$ cat config.mk
export PLATFORM = sky130hd
export DESIGN_NAME = gpu_ram_port_scheduler
export DESIGN_NICKNAME = d
export VERILOG_FILES = /design/src/rtl/gpu_ram_port_scheduler.sv
export SDC_FILE = /design/constraint.sdc
export NUM_CORES = 1
export LEC_CHECK = 0
export CAP_MARGIN = 10
export CORE_MARGIN = 4
export CORE_UTILIZATION = 54
export DETAILED_ROUTE_END_ITERATION = 10
export DONT_BUFFER_PORTS = 1
export PLACE_DENSITY = 0.66
export SLEW_MARGIN = 20
export SYNTH_ARGS = -nofsm -noshare
export SYNTH_HDL_FRONTEND = slang
export SYNTH_SLANG_ARGS = --single-unit
$ cat constraint.sdc
create_clock -name clk -period 4.45 [get_ports clk]
set_input_delay 0.6675 -clock clk [delete_from_list [all_inputs] [get_ports clk]]
set_output_delay 0.6675 -clock clk [all_outputs]
set_load 0.005 [all_outputs]
$ cat src/rtl/gpu_ram_port_scheduler.sv
// Pixel-phase generator and round-robin scheduler sharing one RAM read port
// between three tagged requesters; returns are routed back by tag.
module gpu_ram_port_scheduler #(
  parameter int unsigned PC_DIV    = 4,
  parameter int unsigned ADDR_SIZE = 20,
  parameter int unsigned RET_PHASE = 0
) (
  input  logic                 clk,
  input  logic                 reset_n,
  input  logic                 sched_ena,
  output logic [3:0]           pc_ena,
  input  logic [2:0]           req,
  input  logic [ADDR_SIZE-1:0] req_addr0,
  input  logic [ADDR_SIZE-1:0] req_addr1,
  input  logic [ADDR_SIZE-1:0] req_addr2,
  output logic [2:0]           ack,
  output logic [ADDR_SIZE-1:0] ram_addr,
  output logic [15:0]          ram_cmd,
  input  logic [15:0]          ram_cmd_ret,
  input  logic [7:0]           ram_data_ret,
  output logic [2:0]           rd_valid,
  output logic [7:0]           rd_data,
  output logic                 tag_err
);

  localparam logic [3:0] LAST_PHASE = 4'(PC_DIV - 1);
  localparam logic [3:0] RET_CNT    = 4'(RET_PHASE);

  logic [3:0]           pc_cnt;
  logic [1:0]           rr_ptr;
  logic                 slot;
  logic                 ret_slot;
  logic                 win_vld;
  logic [1:0]           win_id;
  logic [1:0]           rr_next;
  logic [ADDR_SIZE-1:0] win_addr;
  logic [1:0]           ret_id;

  assign pc_ena   = pc_cnt;
  assign slot     = (pc_cnt == LAST_PHASE);
  assign ret_slot = (pc_cnt == RET_CNT);
  assign ret_id   = ram_cmd_ret[1:0];
  assign rr_next  = (win_id == 2'd2) ? 2'd0 : win_id + 2'd1;

  // First requesting index found walking rr_ptr, rr_ptr+1, rr_ptr+2 modulo 3.
  always_comb begin
    logic [2:0] sum;
    logic [1:0] idx;
    win_vld = 1'b0;
    win_id  = '0;
    sum     = '0;
    idx     = '0;
    for (int unsigned k = 0; k < 3; k++) begin
      sum = {1'b0, rr_ptr} + 3'(k);
      idx = (sum >= 3'd3) ? 2'(sum - 3'd3) : sum[1:0];
      if (!win_vld && req[idx]) begin
        win_vld = 1'b1;
        win_id  = idx;
      end
    end
  end

  always_comb begin
    case (win_id)
      2'd1:    win_addr = req_addr1;
      2'd2:    win_addr = req_addr2;
      default: win_addr = req_addr0;
    endcase
  end

  always_ff @(posedge clk or negedge reset_n) begin
    if (!reset_n) begin
      pc_cnt   <= '0;
      rr_ptr   <= '0;
      ack      <= '0;
      ram_addr <= '0;
      ram_cmd  <= '0;
      rd_valid <= '0;
      rd_data  <= '0;
      tag_err  <= 1'b0;
    end else begin
      pc_cnt <= slot ? 4'd0 : pc_cnt + 4'd1;

      ack <= '0;
      if (slot) begin
        if (sched_ena && win_vld) begin
          ram_addr <= win_addr;
          ram_cmd  <= {1'b1, 13'b0, win_id};
          ack      <= 3'b001 << win_id;
          rr_ptr   <= rr_next;
        end else begin
          ram_cmd <= '0;
        end
      end

      rd_valid <= '0;
      if (ret_slot && ram_cmd_ret[15]) begin
        if (ret_id == 2'd3) begin
          tag_err <= 1'b1;
        end else begin
          rd_valid <= 3'b001 << ret_id;
          rd_data  <= ram_data_ret;
        end
      end
    end
  end

endmodule
==> results of run 1 <==
-- logic make-up after synthesis --
logic type / after synthesis / share of synthesized area, %
AO/OA/AOI/OAI: 54 / 14.76
AND/OR/NAND/NOR: 46 / 9.152
flip-flops: 44 / 45.24
multiplexers: 31 / 16.61
buffers and inverters: 31 / 8.072
adder cells (fa/ha/maj): 11 / 5.655
other: 1 / 0.1541
XOR/XNOR: 1 / 0.3600
-- layout make-up --
class                           instances  area share, %
Multi-Input combinational cell        156          47.78
Sequential cell                        44          44.44
Clock buffer                            7          3.485
Tap cell                               52          2.626
Inverter                                7          1.061
Clock inverter                          1         0.3030
Timing Repair Buffer                    1         0.3030
-- critical path, cell delays in order, from the launching register on --
cell      delay, ns
dfrtp_1        0.41
inv_1          0.08
ha_1           0.34
nor2b_1        0.06
o21a_1         0.19
o311ai_0       0.49
nand2_1        0.19
ha_2           0.77
a21oi_1        0.16
mux2_4         0.29
-- power by group --
group          internal (uW)  switching (uW)  leakage, uW  total (uW)
registers                523             109     0.000537         632
logic                    382             463     0.000515         844
clock network            126             129    0.0000445         255
-- registers in the layout, indices dropped and copies added, names as in the netlist --
register and count:
rd_valid 3, ram_addr 20, ram_cmd 3, ack 3, tag_err 1, pc_ena 4, rd_data 8, rr_ptr 2
-- through the flow --
step                power [uW]  instance area, um2  util (%)  std cells  worst slack, ns
floorplan                 1330                2479         -        231            1.788
global placement          1436                2381     54.68        260            1.062
detailed placement        1480                2381     54.68        260            1.034
CTS                       1745                2475     56.84        268            1.008
global route              1889                2477     56.90        268            1.050
finish                    1732                2477     56.90        268            1.329
-- final timing paths --
kind                       cells past startpoint  slack (ns)                       to
setup / recovery                               9        1.33  ram_addr[4]$_DFFE_PN0P_
hold / removal                                 0        0.06      pc_ena[2]$_DFF_PN0_
setup reg to reg                               9        1.33  ram_addr[4]$_DFFE_PN0P_
hold reg to reg                                1        0.52      tag_err$_DFFE_PN0P_
max in group asynchronous                      0        4.29  ram_addr[3]$_DFFE_PN0P_
min in group clk                               1        0.43    rd_valid[0]$_DFF_PN0_
-- cells in the mapped netlist (4+ instances only) --
cell / instances / area, um2
dfrtp_1: 44 / 1101
a21oi_1: 22 / 110.1
nor2_1: 22 / 82.58
a22oi_1: 20 / 150.1
mux2_2: 15 / 168.9
mux2_4: 15 / 225.2
buf_4: 13 / 97.59
ha_1: 11 / 137.6
clkbuf_1: 8 / 30.03
inv_1: 7 / 26.28
and2_1: 4 / 25.02
nand3_1: 4 / 20.02
-- metal layers --
layer,share of wire [%],GRT usage (%),vias to the layer above
met3,8.4,6.008,9
met1,39,23.63,771
met4,1.5,6.408,0
met2,51,29.79,76
li1,-,-,743
met5,0,0,-
==> flow_summary_export.csv, run 1 <==
group,metric,value,unit
status,outcome,"finished clean",
power_and_ir_drop,p_leak,0.001097,uW
setup_path,cp-start-kind,"register",
route,finalWirelength,5164,um
cts,htree_levels,2,
synthesis,ys_warn_count,0,
placement,gp_congestion,0.9465,
sta,setup_tns,0,ns
synthesis,synthCells,219,
power_and_ir_drop,irDropWorstVdd,0.0002883,V
sta,tightest_slew,0.8058,ns
global_routing,grt-ovfl-total,0,
cts,cts_hold_buf,0,
cts,path_clk_slew,0.08,ns
flow_run,cap_violations,0,
synthesis,ys_seq_area_share,45.24,%
global_routing,grt_usage,18.53,%
power_and_ir_drop,p_per_area,699.0,nW/um2
setup_path,rr_startpoint,"rr_ptr[0]$_DFFE_PN0P_",
die,fp-row-count,24,
sta,post-route-period-util,70.14,%
sta,drv_slew,0,
setup_path,cp-end-kind,"register",
setup_path,crit_arrival,3.30,ns
sta,post-route-min-period,3.121,ns
route,routed_via_density,5.966,
finish,drive_above_1_share,18.98,%
synthesis,netlist_area,2434,um2
cts,cts_resized,0,
die,die_w,75.13,um
synthesis,avgSynthCellArea,11.11,um2
cts,numClockSinks,44,
die,die-area,5645,um2
placement,port_buffers,0,
cts,cts_root_buf,"clkbuf_8",
global_routing,antenna_found_initial,0,
finish,multi_input_area,1184,um2
setup_path,path_class,"register to register",
sta,fin_hold_ws,0.06010,ns
finish,area.sequential,1101,um2
finish,area_growth,1.800,%
placement,post-dp-hpwl,3965,um
global_routing,grt_first_pass_wirelength,7941,um
setup_path,startpoint,"rr_ptr[0]$_DFFE_PN0P_",
synthesis,synth-edff-count,0,
sta,finalHoldViolations,0,
finish,layout_common_cells,"dfrtp_1 (44), nor2_1 (22), a21oi_1 (22)",
sta,fmax,0.3204,GHz
route,drt-initial-drc-count,64,
sta,setup_viol,0,
cts,cts.path.max_buffers,2,
die,pin_count,145,
cts,post-cts-setup-buffer-count,0,
global_routing,grt_max_degree,45,
die,initial_utilization,55.89,%
die,core-area,4354,um2
finish,layout_commonest_cell,"dfrtp_1",
setup_path,crit_required,4.62,ns
finish,nets,316,
synthesis,synth-seq-cells,44,
global_routing,grt_pass1_vias,1615,
finish,nFillCells,369,
die,die_h,75.13,um
synthesis,synth_flop_cell,"dfrtp_1",
sta,rsz0062_at_grt,"false",
sta,relSlewSlack,46.28,%
hold_path,hold_class,"input port to asynchronous set/reset pin",
route,antenna_left,0,
route,vias,1599,
sta,finalClockSkew,0.005747,ns
finish,antennaDiodeCount,0,
route,drc,0,
route,dr.pass1.iters,4,
route,post_drt_wl_per_cell,19.27,um
cts,clkLatencyLatePin,0.29,ns
synthesis,synth_cell_types,37,
cts,cts_tree,"done",
cts,numCtsBuffers,5,
setup_path,cp_max_fo,40,
synthesis,async_flop_share,100.0,%
No activity file was read; power rests on OpenSTA's default activity.
==> inputs of run 2 (changes only) <==
==> constraint.sdc (replaced) <==
create_clock -name clk -period 3.2 [get_ports clk]
set_input_delay 0.48 -clock clk [delete_from_list [all_inputs] [get_ports clk]]
set_output_delay 0.48 -clock clk [all_outputs]
set_load 0.005 [all_outputs]
==> flow_summary_export.csv, run 2 (same netlist as run 1, synthesis figures left out) <==
group,metric,value,unit
setup_path,cp_max_fo,22,
route,routed_via_density,6.040,
sta,post-route-min-period,2.894,ns
route,post_drt_wl_per_cell,19.53,um
die,die-area,5645,um2
setup_path,crit_required,3.38,ns
cts,clkLatencyLatePin,0.29,ns
sta,fmax,0.3456,GHz
sta,setup_slack,0.3063,ns
power_and_ir_drop,irDropWorstVdd,0.0004916,V
sta,drv_slew,0,
die,fp-row-count,24,
finish,utilization,58.85,%
hold_path,hold_class,"input port to asynchronous set/reset pin",
status,outcome,"finished clean",
setup_path,worst-r2r-setup-slack,0.31,ns
finish,nets,322,
global_routing,grt_pass1_vias,1693,
global_routing,antenna_found_initial,0,
die,die_h,75.13,um
cts,cts_tree,"done",
sta,finalClockSkew,0.007521,ns
die,initial_utilization,55.89,%
global_routing,grt-ovfl-total,0,
route,drt-initial-drc-count,70,
global_routing,grt_usage,18.35,%
cts,cts_root_buf,"clkbuf_8",
power_and_ir_drop,power,2596,uW
power_and_ir_drop,p_leak,0.001149,uW
setup_path,rr_startpoint,"rr_ptr[0]$_DFFE_PN0P_",
finish,antennaDiodeCount,0,
die,core-area,4354,um2
sta,rsz0062_at_grt,"false",
finish,layout_commonest_cell,"dfrtp_1",
setup_path,path_class,"register to register",
cts,htree_levels,2,
die,pin_count,145,
route,finalWirelength,5350,um
cts,numClockSinks,44,
cts,cts.path.max_buffers,2,
setup_path,reg2regPathDepth,11,
setup_path,rr_endpoint,"ram_addr[2]$_DFFE_PN0P_",
route,vias,1655,
finish,layout_common_cells,"dfrtp_1 (44), nor2_1 (22), a21oi_1 (22)",
sta,post-route-period-util,90.43,%
die,die_w,75.13,um
global_routing,grt_max_degree,45,
sta,setup_viol,0,
route,drc,0,
route,antenna_left,0,
setup_path,cp-start-kind,"register",
sta,finalHoldViolations,0,
setup_path,crit_arrival,3.07,ns
finish,largest_register_ffs,20,
finish,area_growth,5.296,%
cts,path_clk_slew,0.09,ns
cts,numCtsBuffers,5,
finish,regMostFlops,"ram_addr",
sta,fin_hold_ws,0.02246,ns
setup_path,cp-end-kind,"register",
global_routing,grt_first_pass_wirelength,7866,um
finish,nFillCells,366,
placement,gp_congestion,0.8700,
route,dr.pass1.iters,4,
flow_run,cap_violations,0,
power_and_ir_drop,p_per_area,1013,nW/um2
finish,drive_above_1_share,21.62,%
placement,port_buffers,0,
placement,post-dp-hpwl,4144,um
placement,dp_slack,-0.02631,ns
[run 2: changes by cell type in the layout (fill, tap and decap cells not counted), sizes merged]
cell	change
bufinv	+1
buf	+6
clkinv	+1
clkinvlp	-1
clkbuf	-1
[run 2: how the worst max path moves through the flow]
stage	slack, ns	depth (start not counted)	from	endpoint
floorplan	0.54	10	rr_ptr[0]$_DFFE_PN0P_	ram_addr[10]$_DFFE_PN0P_
finish	0.31	11	rr_ptr[0]$_DFFE_PN0P_	ram_addr[2]$_DFFE_PN0P_
global placement	0.19	10	rr_ptr[0]$_DFFE_PN0P_	ram_addr[4]$_DFFE_PN0P_
global route	0.06	11	rr_ptr[0]$_DFFE_PN0P_	ram_addr[15]$_DFFE_PN0P_
detailed placement	-0.03	10	rr_ptr[0]$_DFFE_PN0P_	ram_addr[2]$_DFFE_PN0P_
CTS	0.14	10	rr_ptr[0]$_DFFE_PN0P_	ram_addr[2]$_DFFE_PN0P_
[run 2: where the power goes]
part           switching (uW)  internal (uW)
clock network             185            255
registers                 149            727
logic                     695            584
total                    1030           1570
[run 2: metal layers]
layer  GRT usage (%)  wire, um  share of wire (%)  vias up
met4           8.932       105                2.0        0
li1                -         -                  -      751
met2           31.24      2847                 53       78
met3           6.275       453                8.5       13
met1           20.53      1943                 36      813
met5               0         0                  0        -
[run 2: timing repair]
action / 4_1_cts / 5_1_grt
endpoints found under the setup margin: 5 / 20
gates resized for setup: 1 / 1
hold buffers: 1 / 0
buffers inserted: 0 / 0
hold endpoints to repair: 44 / 0
[run 2: worst max-delay path, stage by stage (launching register included)]
cell	delay, ns
dfrtp_1	0.40
inv_1	0.08
ha_1	0.35
nor2b_1	0.08
o21a_1	0.20
o311ai_1	0.46
nand2_1	0.18
ha_1	0.35
buf_4	0.21
nor2_1	0.14
a21oi_1	0.06
mux2_4	0.26
[run 2: layout make-up]
| type | count | area, um2 | area share (%) |
|---|---|---|---|
| well taps | 52 | 65.06 | 2.539 |
| multi-input cells | 156 | 1184 | 46.19 |
| flip-flops and latches | 44 | 1101 | 42.97 |
| inverters | 7 | 26.28 | 1.025 |
| repair buffers | 7 | 65.06 | 2.539 |
| clock inverters | 2 | 38.79 | 1.514 |
| clock buffers | 6 | 82.58 | 3.223 |
[run 2: metrics by stage]
step | setup TNS, ns | area, um2 | cells
floorplan | 0 | 2479 | 231
global placement | 0 | 2419 | 265
detailed placement | -0.02699 | 2419 | 265
CTS | 0 | 2560 | 274
global route | 0 | 2562 | 274
finish | 0 | 2562 | 274
==> inputs of run 3 (changes only) <==
--- a/config.mk
+++ b/config.mk
@@ -11,6 +11,7 @@
 export DETAILED_ROUTE_END_ITERATION = 10
 export DONT_BUFFER_PORTS = 1
 export PLACE_DENSITY = 0.66
+export REMOVE_ABC_BUFFERS = 1
 export SLEW_MARGIN = 20
 export SYNTH_ARGS = -nofsm -noshare
 export SYNTH_HDL_FRONTEND = slang
==> flow_summary_export.csv, run 3 (same netlist as run 1, synthesis figures left out) <==
group,metric,value,unit
status,outcome,"finished clean",
global_routing,antenna_found_initial,0,
cts,cts_root_buf,"clkbuf_8",
placement,dp_slack,0.2518,ns
finish,regMostFlops,"ram_addr",
route,highest-signal-layer,"met4",
die,fp-row-count,24,
sta,tightest_slew,0.7753,ns
die,die_h,75.13,um
placement,port_buffers,0,
setup_path,worst-r2r-setup-slack,0.26,ns
finish,area.sequential,1101,um2
finish,fin_area,2551,um2
power_and_ir_drop,p_leak,0.001136,uW
finish,nets,322,
die,pin_count,145,
setup_path,cpPeakStageDelay,0.49,ns
setup_path,reg2regPathDepth,11,
sta,setup_tns,0,ns
setup_path,crit_arrival,3.13,ns
route,drt-initial-drc-count,55,
flow_run,cap_violations,0,
setup_path,crit_required,3.39,ns
setup_path,cpMostUsedCell,"ha_1",
finish,multi_input_area,1181,um2
setup_path,rr_startpoint,"rr_ptr[0]$_DFFE_PN0P_",
power_and_ir_drop,irDropWorstVdd,0.0005572,V
global_routing,grt_first_pass_wirelength,7631,um
cts,cts.path.max_buffers,2,
sta,rsz0062_at_grt,"false",
global_routing,grt_pass1_vias,1587,
global_routing,grt_max_degree,45,
sta,fmax,0.3400,GHz
finish,layout_commonest_cell,"dfrtp_1",
power_and_ir_drop,p_per_area,985.0,nW/um2
route,antenna_left,0,
route,vias,1633,
sta,drv_slew,0,
cts,htree_levels,2,
cts,path_clk_slew,0.09,ns
die,initial_utilization,55.89,%
route,drt-met1-wl,1933,um
route,wl_met2,2720,um
route,wl_met3,534,um
sta,post-route-period-util,91.92,%
die,die_w,75.13,um
placement,post-dp-hpwl,4040,um
route,dr.pass1.iters,4,
setup_path,crit_slowest_cell,"ha_1",
setup_path,path_class,"register to register",
cts,clkLatencyLatePin,0.30,ns
finish,utilization,58.59,%
sta,setup_viol,0,
cts,cts_tree,"done",
die,die-area,5645,um2
setup_path,cp-start-kind,"register",
finish,area_growth,4.833,%
placement,gp_congestion,0.7804,
die,core-area,4354,um2
route,routed_via_density,5.960,
sta,finalHoldViolations,0,
sta,relSlewSlack,48.31,%
sta,setup_slack,0.2585,ns
cts,numCtsBuffers,5,
finish,nFillCells,380,
route,drc,0,
setup_path,cp-end-kind,"register",
placement,dpl_cell_area,2431,um2
cts,numClockSinks,44,
finish,antennaDiodeCount,0,
hold_path,hold_class,"input port to asynchronous set/reset pin",
route,finalWirelength,5240,um
setup_path,cp_cell_sequence,"inv_1, ha_1, nor2b_1, o21a_1, o311ai_0, buf_4, nand2_1, ha_1, a22oi_1, a21oi_1, mux2_4",
finish,layout_common_cells,"dfrtp_1 (44), nor2_1 (22), a21oi_1 (22)",
setup_path,rr_endpoint,"ram_addr[3]$_DFFE_PN0P_",
setup_path,cp_max_fo,21,
global_routing,grt_usage,18.04,%
finish,drive_above_1_share,21.17,%
sta,finalClockSkew,0.008755,ns
global_routing,grt-ovfl-total,0,
finish,largest_register_ffs,20,
route,post_drt_wl_per_cell,19.12,um
sta,post-route-min-period,2.942,ns
==> run 3: cell types whose count changed in the layout (fill, tap and decap cells not counted) <==
cell        delta
buf_4          -1
ha_1           +1
o311ai_0       +1
ha_2           -1
clkbuf_8       -1
bufinv_16      -1
clkinvlp_4     +2
o311ai_1       -1
buf_16         +1
==> run 3: area by class of cell <==
class	count	share of cell area [%]
timing repair buffer	7	3.335
multi-input combinational	156	46.30
sequential	44	43.16
tap	52	2.550
inverter	7	1.030
clock inverter	3	0.9318
clock buffer	5	2.697
==> run 3: repair_timing <==
action	4_1_cts	5_1_grt
endpoints found under the hold margin	44	0
buffers inserted	0	0
hold buffers	1	0
endpoints found under the setup margin	0	0
gates resized for setup	0	0
==> run 3: where the power goes <==
group          internal (uW)  switching (uW)
registers                727             148
logic                    617             669
clock network            155             197
total                   1500            1010
==> run 3: metrics by stage <==
stage / hold slack (ns) / power (uW) / cells
after floorplan: 0.1844 / 1802 / 207
after global placement: 0.1854 / 2089 / 265
after global routing: 0.01477 / 2719 / 274
after CTS: 0.01624 / 2541 / 274
after detailed placement: 0.1855 / 2163 / 265
final: 0.01459 / 2513 / 274
==> run 3: worst max path at each step <==
stage,to,depth (start not counted),start
5_1_grt,ram_addr[4]$_DFFE_PN0P_,11,rr_ptr[0]$_DFFE_PN0P_
4_1_cts,ram_addr[9]$_DFFE_PN0P_,11,rr_ptr[0]$_DFFE_PN0P_
6_report,ram_addr[3]$_DFFE_PN0P_,11,rr_ptr[0]$_DFFE_PN0P_
3_5_place_dp,ram_addr[10]$_DFFE_PN0P_,11,rr_ptr[0]$_DFFE_PN0P_
3_3_place_gp,ram_addr[9]$_DFFE_PN0P_,11,rr_ptr[0]$_DFFE_PN0P_
2_1_floorplan,ram_addr[0]$_DFFE_PN0P_,9,rr_ptr[0]$_DFFE_PN0P_
==> run 3: metal layers <==
metal | global-route usage (%) | up-vias
li1 | - | 764
met3 | 6.275 | 6
met4 | 5.825 | 0
met5 | 0 | -
met2 | 31.53 | 79
met1 | 20.66 | 784
==> run 3: critical path: cells and delay by family (launching register included) <==
kind            cells  cell delay (ns)
buf+inv             2             0.26
simple gates        2             0.17
fa+ha+maj           2             0.84
mux                 1             0.26
flops               1             0.40
compound gates      4             0.93
